--- config.mk ---
export PLATFORM = sky130hd
export DESIGN_NAME = spi_reg_bank_flat
export DESIGN_NICKNAME = d
export VERILOG_FILES = /design/src/rtl/spi_reg_bank_if.sv /design/src/rtl/spi_reg_bank.sv /design/src/flat_wrapper.sv
export SDC_FILE = /design/constraint.sdc
export NUM_CORES = 1
export LEC_CHECK = 0
export BUFFER_PORTS_ARGS = -buffer_cell sky130_fd_sc_hd__buf_4
export CAP_MARGIN = 15
export CORE_ASPECT_RATIO = 1.4
export CORE_MARGIN = 8
export CORE_UTILIZATION = 36
export CTS_CLUSTER_SIZE = 20
export DETAILED_ROUTE_END_ITERATION = 8
export PLACE_DENSITY = 0.66
export SLEW_MARGIN = 20
export SYNTH_ARGS = -nofsm -noshare
export SYNTH_HDL_FRONTEND = slang
export SYNTH_SLANG_ARGS = --single-unit
export TNS_END_PERCENT = 100
--- constraint.sdc ---
create_clock -name clk -period 1.8 [get_ports clk]
set_input_delay 0.18 -clock clk [delete_from_list [all_inputs] [get_ports clk]]
set_output_delay 0.18 -clock clk [all_outputs]
set_load 0.02 [all_outputs]
--- src/rtl/spi_reg_bank_if.sv ---
`default_nettype none
// ============================================================================
// Module      : spi_reg_bank_if
// Description : Bus between the SPI register slave (master side) and the
//               register bank (slave side). Carries the register write
//               strobe/address/data, the fast-command strobe/code, and
//               returns registered read data plus the frame status byte.
// Ports       : reg_addr, reg_wdata, reg_wvld, fastcmd, fastcmd_vld
//               (master -> slave); reg_rdata, status (slave -> master)
// Revision    : 1.0 - initial release
// ============================================================================
interface spi_reg_bank_if #(
    parameter int ADDR_W = 3,
    parameter int REG_W  = 8
);
    logic [ADDR_W-1:0] reg_addr;
    logic [REG_W-1:0]  reg_wdata;
    logic              reg_wvld;
    logic [REG_W-1:0]  reg_rdata;
    logic [7:0]        status;
    logic [5:0]        fastcmd;
    logic              fastcmd_vld;

    modport master (
        output reg_addr,
        output reg_wdata,
        output reg_wvld,
        output fastcmd,
        output fastcmd_vld,
        input  reg_rdata,
        input  status
    );

    modport slave (
        input  reg_addr,
        input  reg_wdata,
        input  reg_wvld,
        input  fastcmd,
        input  fastcmd_vld,
        output reg_rdata,
        output status
    );
endinterface
`default_nettype wire

--- src/rtl/spi_reg_bank.sv ---
`default_nettype none
// ============================================================================
// Module      : spi_reg_bank
// Description : Register bank behind the SPI register slave. Holds RW config
//               registers (the last one doubles as IRQ mask), a sticky W1C
//               event register and a read-only ID register. Executes 6-bit
//               fast commands and sequences a timed soft reset of the config
//               space.
// Ports       : clk         - system clock
//               nrst        - asynchronous active-low reset
//               bus         - slave side of spi_reg_bank_if (write strobe,
//                             address, data, fast command in; read data and
//                             status byte out, both registered)
//               evt_i       - event inputs, set sticky bits on any high cycle
//               cfg_o       - flattened config registers, reg k at
//                             [k*REG_W +: REG_W]
//               irq_o       - OR of masked sticky events
//               soft_rst_o  - high for RST_CYCLES cycles during soft reset
//               trig_o      - single-cycle trigger pulse
// Revision    : 1.0 - initial release
// ============================================================================
module spi_reg_bank #(
    parameter int               ADDR_W     = 3,
    parameter int               REG_W      = 8,
    parameter logic [REG_W-1:0] CFG_RST    = '0,
    parameter logic [7:0]       ID_VAL     = 8'hA5,
    parameter int               RST_CYCLES = 4
) (
    input  logic                               clk,
    input  logic                               nrst,
    spi_reg_bank_if.slave                      bus,
    input  logic [REG_W-1:0]                   evt_i,
    output logic [(2**ADDR_W-2)*REG_W-1:0]     cfg_o,
    output logic                               irq_o,
    output logic                               soft_rst_o,
    output logic                               trig_o
);

    localparam int c_num_regs = 2 ** ADDR_W;
    localparam int c_num_cfg  = c_num_regs - 2;
    localparam logic [ADDR_W-1:0] c_evt_addr = ADDR_W'(c_num_cfg);
    localparam logic [ADDR_W-1:0] c_id_addr  = ADDR_W'(c_num_cfg + 1);
    localparam int c_cnt_w = (RST_CYCLES > 1) ? $clog2(RST_CYCLES) : 1;
    localparam logic [c_cnt_w-1:0] c_cnt_last = c_cnt_w'(RST_CYCLES - 1);

    localparam logic [5:0] c_fc_nop  = 6'h00;
    localparam logic [5:0] c_fc_srst = 6'h01;
    localparam logic [5:0] c_fc_clr  = 6'h02;
    localparam logic [5:0] c_fc_trig = 6'h03;

    typedef enum logic [0:0] {
        ST_IDLE = 1'b0,
        ST_SRST = 1'b1
    } state_t;

    state_t               r_state;
    logic [c_cnt_w-1:0]   r_cnt;
    logic                 r_soft_rst;
    logic [REG_W-1:0]     r_cfg [c_num_cfg];
    logic [REG_W-1:0]     r_evt;
    logic                 r_err;
    logic [3:0]           r_wr_cnt;
    logic                 r_trig;
    logic [REG_W-1:0]     r_rdata;
    logic [7:0]           r_status;

    logic                 w_idle;
    logic                 w_hit_evt;
    logic                 w_hit_id;
    logic                 w_wr_acc;
    logic                 w_wr_cfg;
    logic                 w_wr_evt;
    logic                 w_fc_srst;
    logic                 w_fc_clr;
    logic                 w_fc_trig;
    logic                 w_fc_bad;
    logic                 w_err_set;
    logic                 w_srst_done;
    logic                 w_irq;
    logic [REG_W-1:0]     w_rd_mux;

    assign w_idle    = (r_state == ST_IDLE);
    assign w_hit_evt = (bus.reg_addr == c_evt_addr);
    assign w_hit_id  = (bus.reg_addr == c_id_addr);

    // Writes land only while idle; the ID register never accepts one.
    assign w_wr_acc  = bus.reg_wvld && w_idle && !w_hit_id;
    assign w_wr_cfg  = w_wr_acc && !w_hit_evt;
    assign w_wr_evt  = w_wr_acc && w_hit_evt;

    assign w_fc_srst = bus.fastcmd_vld && (bus.fastcmd == c_fc_srst);
    assign w_fc_clr  = bus.fastcmd_vld && (bus.fastcmd == c_fc_clr);
    assign w_fc_trig = bus.fastcmd_vld && (bus.fastcmd == c_fc_trig);
    assign w_fc_bad  = bus.fastcmd_vld && (bus.fastcmd > c_fc_trig);

    // A dropped write (SRST or ID target) and an unknown command both flag
    // an error; setting has priority over a same-cycle clear command.
    assign w_err_set = (bus.reg_wvld && (!w_idle || w_hit_id)) || w_fc_bad;

    assign w_srst_done = (r_state == ST_SRST) && (r_cnt == c_cnt_last);
    assign w_irq       = |(r_evt & r_cfg[c_num_cfg-1]);

    always_comb begin
        w_rd_mux = '0;
        if (w_hit_evt) begin
            w_rd_mux = r_evt;
        end else if (w_hit_id) begin
            w_rd_mux = REG_W'(ID_VAL);
        end else begin
            for (int k = 0; k < c_num_cfg; k++) begin
                if (bus.reg_addr == ADDR_W'(k)) begin
                    w_rd_mux = r_cfg[k];
                end
            end
        end
    end

    // Soft-reset sequencer. soft_rst is registered so it rises the cycle
    // after the strobe and stays high for exactly RST_CYCLES cycles. A new
    // soft-reset command during the sequence is ignored (no restart).
    always_ff @(posedge clk or negedge nrst) begin
        if (!nrst) begin
            r_state    <= ST_IDLE;
            r_cnt      <= '0;
            r_soft_rst <= 1'b0;
        end else begin
            case (r_state)
                ST_IDLE: begin
                    if (w_fc_srst) begin
                        r_state    <= ST_SRST;
                        r_cnt      <= '0;
                        r_soft_rst <= 1'b1;
                    end
                end
                ST_SRST: begin
                    if (r_cnt == c_cnt_last) begin
                        r_state    <= ST_IDLE;
                        r_cnt      <= '0;
                        r_soft_rst <= 1'b0;
                    end else begin
                        r_cnt <= r_cnt + c_cnt_w'(1);
                    end
                end
                default: begin
                    r_state    <= ST_IDLE;
                    r_cnt      <= '0;
                    r_soft_rst <= 1'b0;
                end
            endcase
        end
    end

    // Config space and write counter. Writes are never accepted in SRST, so
    // the end-of-sequence clear cannot collide with a write.
    always_ff @(posedge clk or negedge nrst) begin
        if (!nrst) begin
            for (int k = 0; k < c_num_cfg; k++) begin
                r_cfg[k] <= CFG_RST;
            end
            r_wr_cnt <= 4'd0;
        end else if (w_srst_done) begin
            for (int k = 0; k < c_num_cfg; k++) begin
                r_cfg[k] <= CFG_RST;
            end
            r_wr_cnt <= 4'd0;
        end else begin
            for (int k = 0; k < c_num_cfg; k++) begin
                if (w_wr_cfg && (bus.reg_addr == ADDR_W'(k))) begin
                    r_cfg[k] <= bus.reg_wdata;
                end
            end
            if (w_wr_acc) begin
                r_wr_cnt <= r_wr_cnt + 4'd1;
            end
        end
    end

    // Events, error flag, trigger and the registered read/status returns.
    // New events are OR-ed in last so they win over W1C and clear command.
    always_ff @(posedge clk or negedge nrst) begin
        if (!nrst) begin
            r_evt    <= '0;
            r_err    <= 1'b0;
            r_trig   <= 1'b0;
            r_rdata  <= '0;
            r_status <= 8'd0;
        end else begin
            r_evt    <= ((w_fc_clr ? '0 : r_evt) & ~(w_wr_evt ? bus.reg_wdata : '0)) | evt_i;
            r_err    <= w_err_set ? 1'b1 : (w_fc_clr ? 1'b0 : r_err);
            r_trig   <= w_fc_trig;
            r_rdata  <= w_rd_mux;
            r_status <= {w_irq, r_err, r_soft_rst, 1'b0, r_wr_cnt};
        end
    end

    generate
        for (genvar g = 0; g < c_num_cfg; g++) begin : g_cfg_out
            assign cfg_o[g*REG_W +: REG_W] = r_cfg[g];
        end
    endgenerate

    assign bus.reg_rdata = r_rdata;
    assign bus.status    = r_status;
    assign irq_o         = w_irq;
    assign soft_rst_o    = r_soft_rst;
    assign trig_o        = r_trig;

endmodule
`default_nettype wire

--- src/flat_wrapper.sv ---
// flat-port wrapper written by rule: the top's interface ports become plain ports
module spi_reg_bank_flat 
#(
    parameter int               ADDR_W     = 3,
    parameter int               REG_W      = 8,
    parameter logic [REG_W-1:0] CFG_RST    = '0,
    parameter logic [7:0]       ID_VAL     = 8'hA5,
    parameter int               RST_CYCLES = 4
)
  (clk, nrst, evt_i, cfg_o, irq_o, soft_rst_o, trig_o, bus_reg_addr, bus_reg_wdata, bus_reg_wvld, bus_fastcmd, bus_fastcmd_vld, bus_reg_rdata, bus_status);
  spi_reg_bank_if #(.ADDR_W(ADDR_W), .REG_W(REG_W)) bus_i ();
  input  logic clk;
  input  logic nrst;
  input  logic [REG_W-1:0] evt_i;
  output logic [(2**ADDR_W-2)*REG_W-1:0] cfg_o;
  output logic irq_o;
  output logic soft_rst_o;
  output logic trig_o;
  input wire logic [$bits(bus_i.reg_addr)-1:0] bus_reg_addr;
  input wire logic [$bits(bus_i.reg_wdata)-1:0] bus_reg_wdata;
  input wire logic [$bits(bus_i.reg_wvld)-1:0] bus_reg_wvld;
  input wire logic [$bits(bus_i.fastcmd)-1:0] bus_fastcmd;
  input wire logic [$bits(bus_i.fastcmd_vld)-1:0] bus_fastcmd_vld;
  output wire logic [$bits(bus_i.reg_rdata)-1:0] bus_reg_rdata;
  output wire logic [$bits(bus_i.status)-1:0] bus_status;
  assign bus_i.reg_addr = bus_reg_addr;
  assign bus_i.reg_wdata = bus_reg_wdata;
  assign bus_i.reg_wvld = bus_reg_wvld;
  assign bus_i.fastcmd = bus_fastcmd;
  assign bus_i.fastcmd_vld = bus_fastcmd_vld;
  assign bus_reg_rdata = bus_i.reg_rdata;
  assign bus_status = bus_i.status;
  spi_reg_bank #(.ADDR_W(ADDR_W), .REG_W(REG_W), .CFG_RST(CFG_RST), .ID_VAL(ID_VAL), .RST_CYCLES(RST_CYCLES)) u_core (.clk(clk), .nrst(nrst), .bus(bus_i), .evt_i(evt_i), .cfg_o(cfg_o), .irq_o(irq_o), .soft_rst_o(soft_rst_o), .trig_o(trig_o));
endmodule
==> results of run 1 <==
==> cell type report <==
cell class / count / share of cell area
flip-flops and latches: 81 / 0.407
inverters: 9 / 0.00678
clock buffers: 13 / 0.0542
repair buffers: 115 / 0.181
well taps: 138 / 0.0346
clock inverters: 2 / 0.00251
multi-input cells: 170 / 0.314
==> metal layers <==
| layer | up-vias | global-route usage |
|---|---|---|
| met4 | 0 | 0.0942 |
| met2 | 86 | 0.255 |
| li1 | 1236 | - |
| met3 | 17 | 0.0359 |
| met1 | 1384 | 0.195 |
| met5 | - | 0 |
==> worst max path at each step <==
| stage | from | to | cells past startpoint |
|---|---|---|---|
| after floorplan | u_core.r_cnt[0] | u_core.cfg_o[10] | 4 |
| after global placement | u_core.r_cnt[0] | u_core.cfg_o[15] | 4 |
| after detailed placement | u_core.r_cnt[0] | u_core.cfg_o[12] | 4 |
| after CTS | u_core.r_cnt[0] | u_core.cfg_o[1] | 4 |
| after global routing | u_core.r_state | u_core.cfg_o[46] | 3 |
| final | u_core.r_cnt[0] | u_core.cfg_o[11] | 5 |
==> metrics by stage <==
stage                     worst slack [ns]  utilization  hold WS [ns]  total power, mW  cell area, sq um
after floorplan                      0.172            -        -0.116             5.05              3720
after global placement              0.0379        0.454        0.0685             6.64              4650
after detailed placement          -0.00871        0.454        0.0666             6.72              4650
after CTS                           0.0156        0.484        0.0279             8.48              4960
after global routing                0.0142        0.487        0.0399             8.84              4980
final                                0.100        0.487        0.0429             8.40              4980
==> power by group through the flow <==
stage / clock network (mW) / logic, mW / registers (mW)
global placement: 0 / 3.41 / 3.22
finish: 1.74 / 3.44 / 3.22
global route: 1.84 / 3.68 / 3.32
detailed placement: 0 / 3.47 / 3.25
CTS: 1.77 / 3.49 / 3.22
floorplan: 0 / 1.16 / 3.89
==> worst max-delay path: cells and delay by family (launching register included) <==
family / cells / cell delay (ns)
adders and majority gates: 1 / 0.25
and+or+nand+nor: 1 / 0.25
DFF: 1 / 0.39
buffers and inverters: 1 / 0.18
muxes: 1 / 0.34
AOI/OAI and AO/OA: 1 / 0.17
==> flip-flops by register name (all words and copies together) (netlist names) <==
name and cells:
u_core.bus.reg_rdata 8, u_core.bus.status 7, u_core.cfg_o 48, u_core.r_cnt 2
u_core.r_err 1, u_core.r_evt 8, u_core.r_state 1, u_core.r_wr_cnt 4
u_core.soft_rst_o 1, u_core.trig_o 1
==> cells in the final DEF (no fill, tap or decap), types with 4 or more instances in the layout <==
cell type | synthesis | routed
a21oi_1 | 4 | 4
a22oi_1 | 4 | 4
a31o_1 | 8 | 8
and2_1 | 8 | 9
buf_4 | 1 | 111
clkbuf_16 | 0 | 9
dfrtp_1 | 81 | 81
inv_1 | 9 | 9
mux2_2 | 52 | 52
mux2i_1 | 10 | 10
mux4_2 | 6 | 6
nand2_1 | 8 | 8
nand3_1 | 11 | 11
nand3b_1 | 4 | 4
nor2_1 | 4 | 4
o21ai_0 | 8 | 8
o221ai_1 | 7 | 7
==> logic make-up (layout without fill, tap and decap cells) <==
| group | Yosys count | in the layout |
|---|---|---|
| multiplexers | 68 | 68 |
| other | 1 | 1 |
| buffers and inverters | 23 | 139 |
| AND/OR/NAND/NOR | 52 | 52 |
| flip-flops | 81 | 81 |
| adder cells (fa/ha/maj) | 2 | 2 |
| AO/OA/AOI/OAI | 47 | 47 |
==> what timing repair did <==
action / 4_1_cts / 5_1_grt
gates resized for setup: 0 / 2
buffers inserted: 2 / 1
endpoints found under the setup margin: 8 / 21
hold endpoints to repair: 16 / 0
hold buffers: 1 / 0
==> flow_metrics.env, run 1 <==
export IMPL_status="finished clean"
export IMPL_htreeDepth=3
export IMPL_antennaDiodeCount=0
export IMPL_setup_viol=0
export IMPL_highest_layer="met4"
export IMPL_fin_tns_setup_ns=0
export IMPL_yosysWarnings=0
export IMPL_drv_slew=0
export IMPL_r2r_setup_slack_ns=0.10
export IMPL_ys_seq_elements=81
export IMPL_coreArea_sq_um=10200
export IMPL_cts_buffer_depth=2
export IMPL_synth_commonest_cells="81 x dfrtp_1, 52 x mux2_2, 11 x nand3_1"
export IMPL_synth_compound_area_frac=0.107
export IMPL_swShare=0.366
export IMPL_synth_top_area_share=0.544
export IMPL_viasPerCell=5.16
export IMPL_rr_endpoint="u_core.cfg_o[11]"
export IMPL_synthTopCellsByArea="dfrtp_1 54%, mux2_2 16%, mux4_2 3.6%"
export IMPL_min_path_cells=2
export IMPL_path_class="register to register"
export IMPL_period_minus_slack_ns=1.70
export IMPL_grt_pass1_wl_mm=16.5
export IMPL_worst_endpoint_required_ns=2.02
export IMPL_dp_hpwl_mm=7.75
export IMPL_slew_headroom=0.656
export IMPL_synth_area_per_cell_sq_um=13.6
export IMPL_cp_slowest_cell="dfrtp_1"
export IMPL_clk_latency_ns=0.34
export IMPL_instances_no_fill=528
export IMPL_yosys_area_share_simple=0.0837
export IMPL_synthArstFlopShare=1.00
export IMPL_fmax_mhz=588
export IMPL_path_cells="ha_1 -> and2_1 -> a31oi_4 -> buf_4 -> mux2_2"
export IMPL_synthToLayoutAreaGrowth_pct=33.9
export IMPL_synth_top_area_cell="dfrtp_1"
export IMPL_skew_ns=0.00478
export IMPL_grt_overflow=0
export IMPL_pin_count=96
export IMPL_synth_top_family_by_area="multiplexers"
export IMPL_synth_fa_ha_area_frac=0.00672
export IMPL_hp_class="primary input to register"
export IMPL_cap_violations=0
export IMPL_p_int_mw=5.32
export IMPL_final_antenna_net_count=0
export IMPL_port_buffers=94
export IMPL_crit_path_end_kind="register"
export IMPL_power_frac_seq=0.383
export IMPL_synth_seq_area_share=0.544
export IMPL_regArea_sq_um=2030
export IMPL_finalNetCount=417
export IMPL_multi_input_area_sq_um=1570
export IMPL_grt_max_degree=66
export IMPL_wl_mm=10.6
export IMPL_cts_buffers=9
export IMPL_slowest_delay_ns=0.39
export IMPL_holdPathEnd="u_core.r_evt[3]"
export IMPL_cts_sinks=81
export IMPL_synthesis_nets=305
export IMPL_track_usage=0.161
export IMPL_muxShareOfSynthArea=0.220
export IMPL_grt_pass1_vias=2922
export IMPL_power_leakage_nw=2.24
export IMPL_crit_reg2reg_launch="u_core.r_cnt[0]"
export IMPL_powerDensity_nw_per_um2=1690
export IMPL_tightest_slew_ns=0.516
export IMPL_initial_core_util=0.364
export IMPL_first_pass_iters=4
export IMPL_start_kind="register"
export IMPL_remaining_drc_errors=0
export IMPL_syn_cell_area_sq_um=3720
export IMPL_peakVddDrop_uv=742
export IMPL_via_count=2723
export IMPL_power_switching_mw=3.08
export IMPL_tritoncts="yes"
export IMPL_cp_arrival_ns=1.92
export IMPL_synth_cell_type_count=47
export IMPL_drt_iter0_markers=159
export IMPL_synth_edff_count=0
export IMPL_cts_root_buf="clkbuf_16"
export IMPL_hp_start="evt_i[3]"
export IMPL_crit_path_max_fanout=5
export IMPL_met2_length_mm=5.34
export IMPL_synth_xor_area_share=0
export IMPL_die_w_um=102
export IMPL_hold_viol=0
export IMPL_synth_cells=274
export IMPL_dieArea_sq_um=13900
export IMPL_power_frac_comb=0.410
export IMPL_reg2reg_depth=5
export IMPL_synthFlopType="dfrtp_1"
export IMPL_antenna_found_initial=0
export IMPL_wl_per_cell_um=20.1
export IMPL_placementRows=44
export IMPL_min_period_over_period=0.944
export IMPL_dp_cells=509
export IMPL_p_clk_frac=0.207
export IMPL_die_h_um=136
export IMPL_drive_gt1_frac=0.510
export IMPL_rsz0062_at_grt="false"
export IMPL_routed_wl_met3_um=664
export IMPL_cts_clk_slew_worst_paths_ns=0.06
export IMPL_synth_most_common_cell="dfrtp_1"
export IMPL_place_congestion=0.803
export IMPL_fillerInstances=960
export IMPL_wl_met1_mm=4.33
No activity file was read; power rests on OpenSTA's default activity.
==> run 2, diff against run 1 <==
--- a/config.mk
+++ b/config.mk
@@ -5,6 +5,7 @@
 export SDC_FILE = /design/constraint.sdc
 export NUM_CORES = 1
 export LEC_CHECK = 0
+export ABC_AREA = 1
 export BUFFER_PORTS_ARGS = -buffer_cell sky130_fd_sc_hd__buf_4
 export CAP_MARGIN = 15
 export CORE_ASPECT_RATIO = 1.4
==> flow_metrics.env, run 2 <==
export IMPL_status="finished clean"
export IMPL_final_antenna_net_count=0
export IMPL_p_int_mw=5.10
export IMPL_drv_slew=0
export IMPL_cts_buffer_depth=2
export IMPL_drt_iter0_markers=91
export IMPL_place_ws_ns=0.179
export IMPL_cap_violations=0
export IMPL_die_h_um=136
export IMPL_yosysWarnings=0
export IMPL_synth_seq_area_share=0.544
export IMPL_min_period_over_period=0.911
export IMPL_postCtsSetupBuffers=0
export IMPL_cp_top_family="flip-flops"
export IMPL_largest_register_ffs=48
export IMPL_clk_latency_ns=0.34
export IMPL_mostFrequentLayoutCells="99 x nand2_1, 95 x buf_4, 81 x dfrtp_1"
export IMPL_hp_start="evt_i[3]"
export IMPL_grt_max_degree=45
export IMPL_synthArstFlopShare=1.00
export IMPL_viasPerCell=4.88
export IMPL_worst_endpoint_required_ns=1.62
export IMPL_synth_cell_type_count=34
export IMPL_cp_slowest_cell="dfrtp_1"
export IMPL_regArea_sq_um=2030
export IMPL_synth_area_per_cell_sq_um=8.96
export IMPL_start_kind="register"
export IMPL_cts_sinks=81
export IMPL_synth_top_area_cell="dfrtp_1"
export IMPL_antennaDiodeCount=0
export IMPL_syn_cell_area_sq_um=3730
export IMPL_hp_class="primary input to register"
export IMPL_cts_buffers=9
export IMPL_min_path_cells=2
export IMPL_peakVddDrop_uv=747
export IMPL_ys_seq_elements=81
export IMPL_synthesis_nets=447
export IMPL_setup_viol=0
export IMPL_cts_resized=0
export IMPL_track_usage=0.163
export IMPL_skew_ns=0.00625
export IMPL_slowest_delay_ns=0.40
export IMPL_p_clk_frac=0.236
export IMPL_tritoncts="yes"
export IMPL_htreeDepth=3
export IMPL_reg2reg_depth=6
export IMPL_multi_input_area_sq_um=1410
export IMPL_remaining_drc_errors=0
export IMPL_power_switching_mw=3.21
export IMPL_highest_layer="met4"
export IMPL_grt_pass1_wl_mm=17.2
export IMPL_cts_root_buf="clkbuf_16"
export IMPL_place_congestion=0.897
export IMPL_power_leakage_nw=2.39
export IMPL_path_class="register to output pin"
export IMPL_synth_cells=416
export IMPL_fillerInstances=1028
export IMPL_initial_core_util=0.364
export IMPL_tightest_slew_ns=0.601
export IMPL_finalHoldWorstSlack_ns=0.0330
export IMPL_swShare=0.386
export IMPL_crit_path_end_kind="output pin"
export IMPL_routed_wl_met3_um=791
export IMPL_final_cell_area_sq_um=4880
export IMPL_synth_top_area_share=0.544
export IMPL_antenna_found_initial=0
export IMPL_post_route_util=0.476
export IMPL_pin_count=96
export IMPL_rr_endpoint="u_core.cfg_o[33]"
export IMPL_port_buffers=94
export IMPL_fin_tns_setup_ns=0
export IMPL_first_pass_iters=4
export IMPL_path_buf_inv=2
export IMPL_wl_per_cell_um=16.4
export IMPL_synthTopCellsByArea="dfrtp_1 54%, nand2_1 10%, inv_1 4.4%"
export IMPL_dp_hpwl_mm=8.37
export IMPL_synth_commonest_cells="99 x nand2_1, 81 x dfrtp_1, 44 x inv_1, 44 x nor2_1, 25 x a21oi_1"
export IMPL_fin_ws_ns=0.161
export IMPL_period_minus_slack_ns=1.64
export IMPL_synth_edff_count=0
export IMPL_grt_pass1_vias=3451
export IMPL_slew_headroom=0.599
export IMPL_placed_cell_area_sq_um=4550
export IMPL_hold_viol=0
export IMPL_cp_arrival_ns=1.46
export IMPL_placementRows=44
export IMPL_die_w_um=102
export IMPL_wl_met1_mm=3.86
export IMPL_layout_commonest_cell="nand2_1"
export IMPL_finalNetCount=544
export IMPL_met2_length_mm=5.68
export IMPL_crit_reg2reg_launch="u_core.r_cnt[0]"
export IMPL_grt_overflow=0
export IMPL_coreArea_sq_um=10200
export IMPL_fmax_mhz=610
export IMPL_path_cells="inv_1 -> o21ai_0 -> a221oi_1 -> nand2_1 -> buf_4"
export IMPL_powerDensity_nw_per_um2=1700
export IMPL_synth_most_common_cell="nand2_1"
export IMPL_dieArea_sq_um=13900
export IMPL_drive_gt1_frac=0.297
export IMPL_crit_path_max_fanout=3
export IMPL_holdPathEnd="u_core.r_evt[3]"
export IMPL_power_frac_seq=0.379
export IMPL_via_count=3202
export IMPL_r2r_setup_slack_ns=0.18
export IMPL_power_frac_comb=0.385
export IMPL_synthToLayoutAreaGrowth_pct=30.9
export IMPL_cts_clk_slew_worst_paths_ns=0.06
export IMPL_wl_mm=10.8
export IMPL_synthFlopType="dfrtp_1"
export IMPL_rsz0062_at_grt="false"
run 2: cell types whose count changed in the layout (fill, tap and decap cells not counted), sizes merged, moves of 28 or more:
cell / before / now
a21oi: 5 / 33
inv: 9 / 49
mux2: 52 / 0
nand2: 9 / 103
nor2: 4 / 46
o21ai: 10 / 38
run 2: worst max-delay path by stage:
stage / start / to / slack, ns / cells past startpoint
6_report: u_core.cfg_o[45] / irq_o / 0.16 / 5
5_1_grt: u_core.cfg_o[45] / irq_o / 0.03 / 5
4_1_cts: u_core.cfg_o[45] / irq_o / 0.13 / 5
3_5_place_dp: u_core.r_state / u_core.cfg_o[12] / 0.18 / 5
3_3_place_gp: u_core.r_state / u_core.cfg_o[2] / 0.27 / 7
2_1_floorplan: u_core.r_cnt[0] / u_core.cfg_o[37] / 0.25 / 7
run 2: area by class of cell:
cell class | instances | area share
Tap cell | 138 | 0.0354
Timing Repair Buffer | 98 | 0.156
Clock inverter | 5 | 0.0162
Clock buffer | 11 | 0.0498
Multi-Input combinational cell | 274 | 0.288
Sequential cell | 81 | 0.415
Inverter | 49 | 0.0387
run 2: logic make-up after synthesis:
logic type               Yosys count  synth area share
AO/OA/AOI/OAI                     83             0.144
XOR/XNOR                           1           0.00235
adder cells (fa/ha/maj)            2           0.00671
buffers and inverters             61            0.0789
flip-flops                        81             0.544
other                              1           0.00101
AND/OR/NAND/NOR                  187             0.223
run 2: through the flow:
stage	power, mW	instances
after floorplan	4.81	416
after global placement	6.34	639
after detailed placement	6.41	639
after CTS	8.41	656
after global routing	8.81	656
final	8.31	656
run 2: repair_timing:
action                     CTS  global route
setup endpoints to repair    0             0
hold buffers                 1             0
hold endpoints to repair    37             0
run 2: power by group through the flow:
stage	Sequential [mW]	Clock, mW	Combinational [mW]
2_1_floorplan	3.80	0	1.01
3_3_place_gp	3.15	0	3.19
3_5_place_dp	3.17	0	3.24
4_1_cts	3.15	2.00	3.26
5_1_grt	3.23	2.08	3.50
6_report	3.15	1.96	3.20
run 2: routing by layer:
layer,vias up,global-route usage
li1,1545,-
met1,1534,0.163
met2,95,0.286
met3,28,0.0538
met4,0,0.0925
met5,-,0
run 2: worst reg2reg max path, delay by kind of cell, from the launching register on:
family	cells	cell delay, ns
adder cells (fa/ha/maj)	1	0.25
AO/OA/AOI/OAI	2	0.58
buffers and inverters	1	0.08
flip-flops	1	0.41
AND/OR/NAND/NOR	2	0.23
==> run 3, diff against run 2 <==
--- a/config.mk
+++ b/config.mk
@@ -8,12 +8,14 @@
 export ABC_AREA = 1
 export BUFFER_PORTS_ARGS = -buffer_cell sky130_fd_sc_hd__buf_4
 export CAP_MARGIN = 15
+export CELL_PAD_IN_SITES_DETAIL_PLACEMENT = 0
+export CELL_PAD_IN_SITES_GLOBAL_PLACEMENT = 1
 export CORE_ASPECT_RATIO = 1.4
 export CORE_MARGIN = 8
 export CORE_UTILIZATION = 36
 export CTS_CLUSTER_SIZE = 20
 export DETAILED_ROUTE_END_ITERATION = 8
-export PLACE_DENSITY = 0.66
+export PLACE_DENSITY = 0.82
 export SLEW_MARGIN = 20
 export SYNTH_ARGS = -nofsm -noshare
 export SYNTH_HDL_FRONTEND = slang
==> flow_metrics.env, run 3 (synthesis gave the netlist of run 2 again) <==
export IMPL_status="finished clean"
export IMPL_first_pass_iters=5
export IMPL_grt_max_degree=37
export IMPL_hold_viol=0
export IMPL_synthToLayoutAreaGrowth_pct=31.0
export IMPL_min_period_over_period=0.923
export IMPL_wl_mm=10.6
export IMPL_cap_violations=0
export IMPL_die_h_um=136
export IMPL_crit_path_end_kind="output pin"
export IMPL_worst_endpoint_required_ns=1.62
export IMPL_finalHoldWorstSlack_ns=0.0367
export IMPL_clk_latency_ns=0.34
export IMPL_fin_tns_setup_ns=0
export IMPL_powerDensity_nw_per_um2=1680
export IMPL_hp_class="primary input to register"
export IMPL_tritoncts="yes"
export IMPL_via_count=3160
export IMPL_cts_clk_slew_worst_paths_ns=0.06
export IMPL_peakVddDrop_uv=715
export IMPL_finalNetCount=547
export IMPL_coreArea_sq_um=10200
export IMPL_fmax_mhz=602
export IMPL_die_w_um=102
export IMPL_track_usage=0.159
export IMPL_htreeDepth=3
export IMPL_antenna_found_initial=0
export IMPL_final_cell_area_sq_um=4880
export IMPL_final_antenna_net_count=0
export IMPL_setup_viol=0
export IMPL_antennaDiodeCount=0
export IMPL_viasPerCell=4.80
export IMPL_cp_arrival_ns=1.48
export IMPL_wl_per_cell_um=16.1
export IMPL_period_minus_slack_ns=1.66
export IMPL_dp_hpwl_mm=8.53
export IMPL_crit_path_max_fanout=3
export IMPL_pin_count=96
export IMPL_drv_slew=0
export IMPL_start_kind="register"
export IMPL_rsz0062_at_grt="false"
export IMPL_port_buffers=94
export IMPL_cts_buffers=9
export IMPL_largest_register_ffs=48
export IMPL_cts_root_buf="clkbuf_16"
export IMPL_grt_overflow=0
export IMPL_place_congestion=0.839
export IMPL_placementRows=44
export IMPL_skew_ns=0.00593
export IMPL_mostFrequentLayoutCells="99 x nand2_1, 99 x buf_4, 81 x dfrtp_1"
export IMPL_path_class="register to output pin"
export IMPL_remaining_drc_errors=0
export IMPL_dieArea_sq_um=13900
export IMPL_cts_sinks=81
export IMPL_drive_gt1_frac=0.303
export IMPL_power_leakage_nw=2.39
export IMPL_grt_pass1_wl_mm=17.0
export IMPL_initial_core_util=0.364
export IMPL_grt_pass1_vias=3264
export IMPL_fillerInstances=1017
export IMPL_drt_iter0_markers=157
export IMPL_cts_buffer_depth=2
export IMPL_placed_cell_area_sq_um=4560
-- run 3: cell count changes in the layout (fill, tap and decap cells not counted) --
cell	before	now
buf_4	95	99
a221oi_1	2	1
a221oi_2	0	1
buf_12	2	1
bufinv_16	2	1
clkbuf_8	1	2
clkinv_2	2	1
clkinvlp_4	0	1
-- run 3: through the flow --
step,power [mW],util,cells,setup slack [ns]
2_1_floorplan,4.81,-,416,0.246
3_3_place_gp,6.32,0.445,642,0.244
3_5_place_dp,6.40,0.445,642,0.182
4_1_cts,8.29,0.477,659,0.109
5_1_grt,8.67,0.477,659,0.0444
6_report,8.19,0.477,659,0.138
-- run 3: final timing paths --
path                                             end  cells past startpoint        startpoint  slack (ns)
max in group asynchronous           u_core.cfg_o[15]                      3              nrst        0.88
worst max-delay path                           irq_o                      5  u_core.cfg_o[44]        0.14
worst max register to register      u_core.cfg_o[14]                      6   u_core.r_cnt[0]        0.17
worst min register to register  u_core.bus.status[6]                      0      u_core.r_err        0.39
worst min-delay path                 u_core.r_evt[2]                      2          evt_i[2]        0.04
min in group asynchronous           u_core.cfg_o[16]                      2              nrst        0.29
-- run 3: metal layers --
| layer | up-vias | wire, um | track usage |
|---|---|---|---|
| li1 | 1552 | - | - |
| met1 | 1496 | 4290 | 0.187 |
| met2 | 94 | 5470 | 0.267 |
| met3 | 18 | 607 | 0.0354 |
| met4 | 0 | 251 | 0.0713 |
| met5 | - | 0 | 0 |
-- run 3: worst max-delay path, cell delays in order, from the launching register on --
cell and delay [ns]:
dfrtp_1 0.42, nand2_1 0.09, o21ai_0 0.10, a221oi_2 0.24
nand2_1 0.12, buf_4 0.18
-- run 3: what timing repair did --
action,4_1_cts,5_1_grt
endpoints found under the hold margin,21,0
gates resized for setup,1,0
hold buffers,1,0
endpoints found under the setup margin,1,0
buffers inserted,0,0
-- run 3: area by class of cell --
class / instances / area [sq um] / share of cell area
Sequential cell: 81 / 2030 / 0.415
Multi-Input combinational cell: 274 / 1410 / 0.289
Timing Repair Buffer: 101 / 773 / 0.158
Clock buffer: 12 / 256 / 0.0526
Inverter: 49 / 189 / 0.0387
Tap cell: 138 / 173 / 0.0354
Clock inverter: 4 / 51.3 / 0.0105
-- run 3: power by group --
part	switching [mW]	internal, mW
logic	1.86	1.32
registers	0.615	2.54
clock network	0.712	1.15
total	3.19	5.00
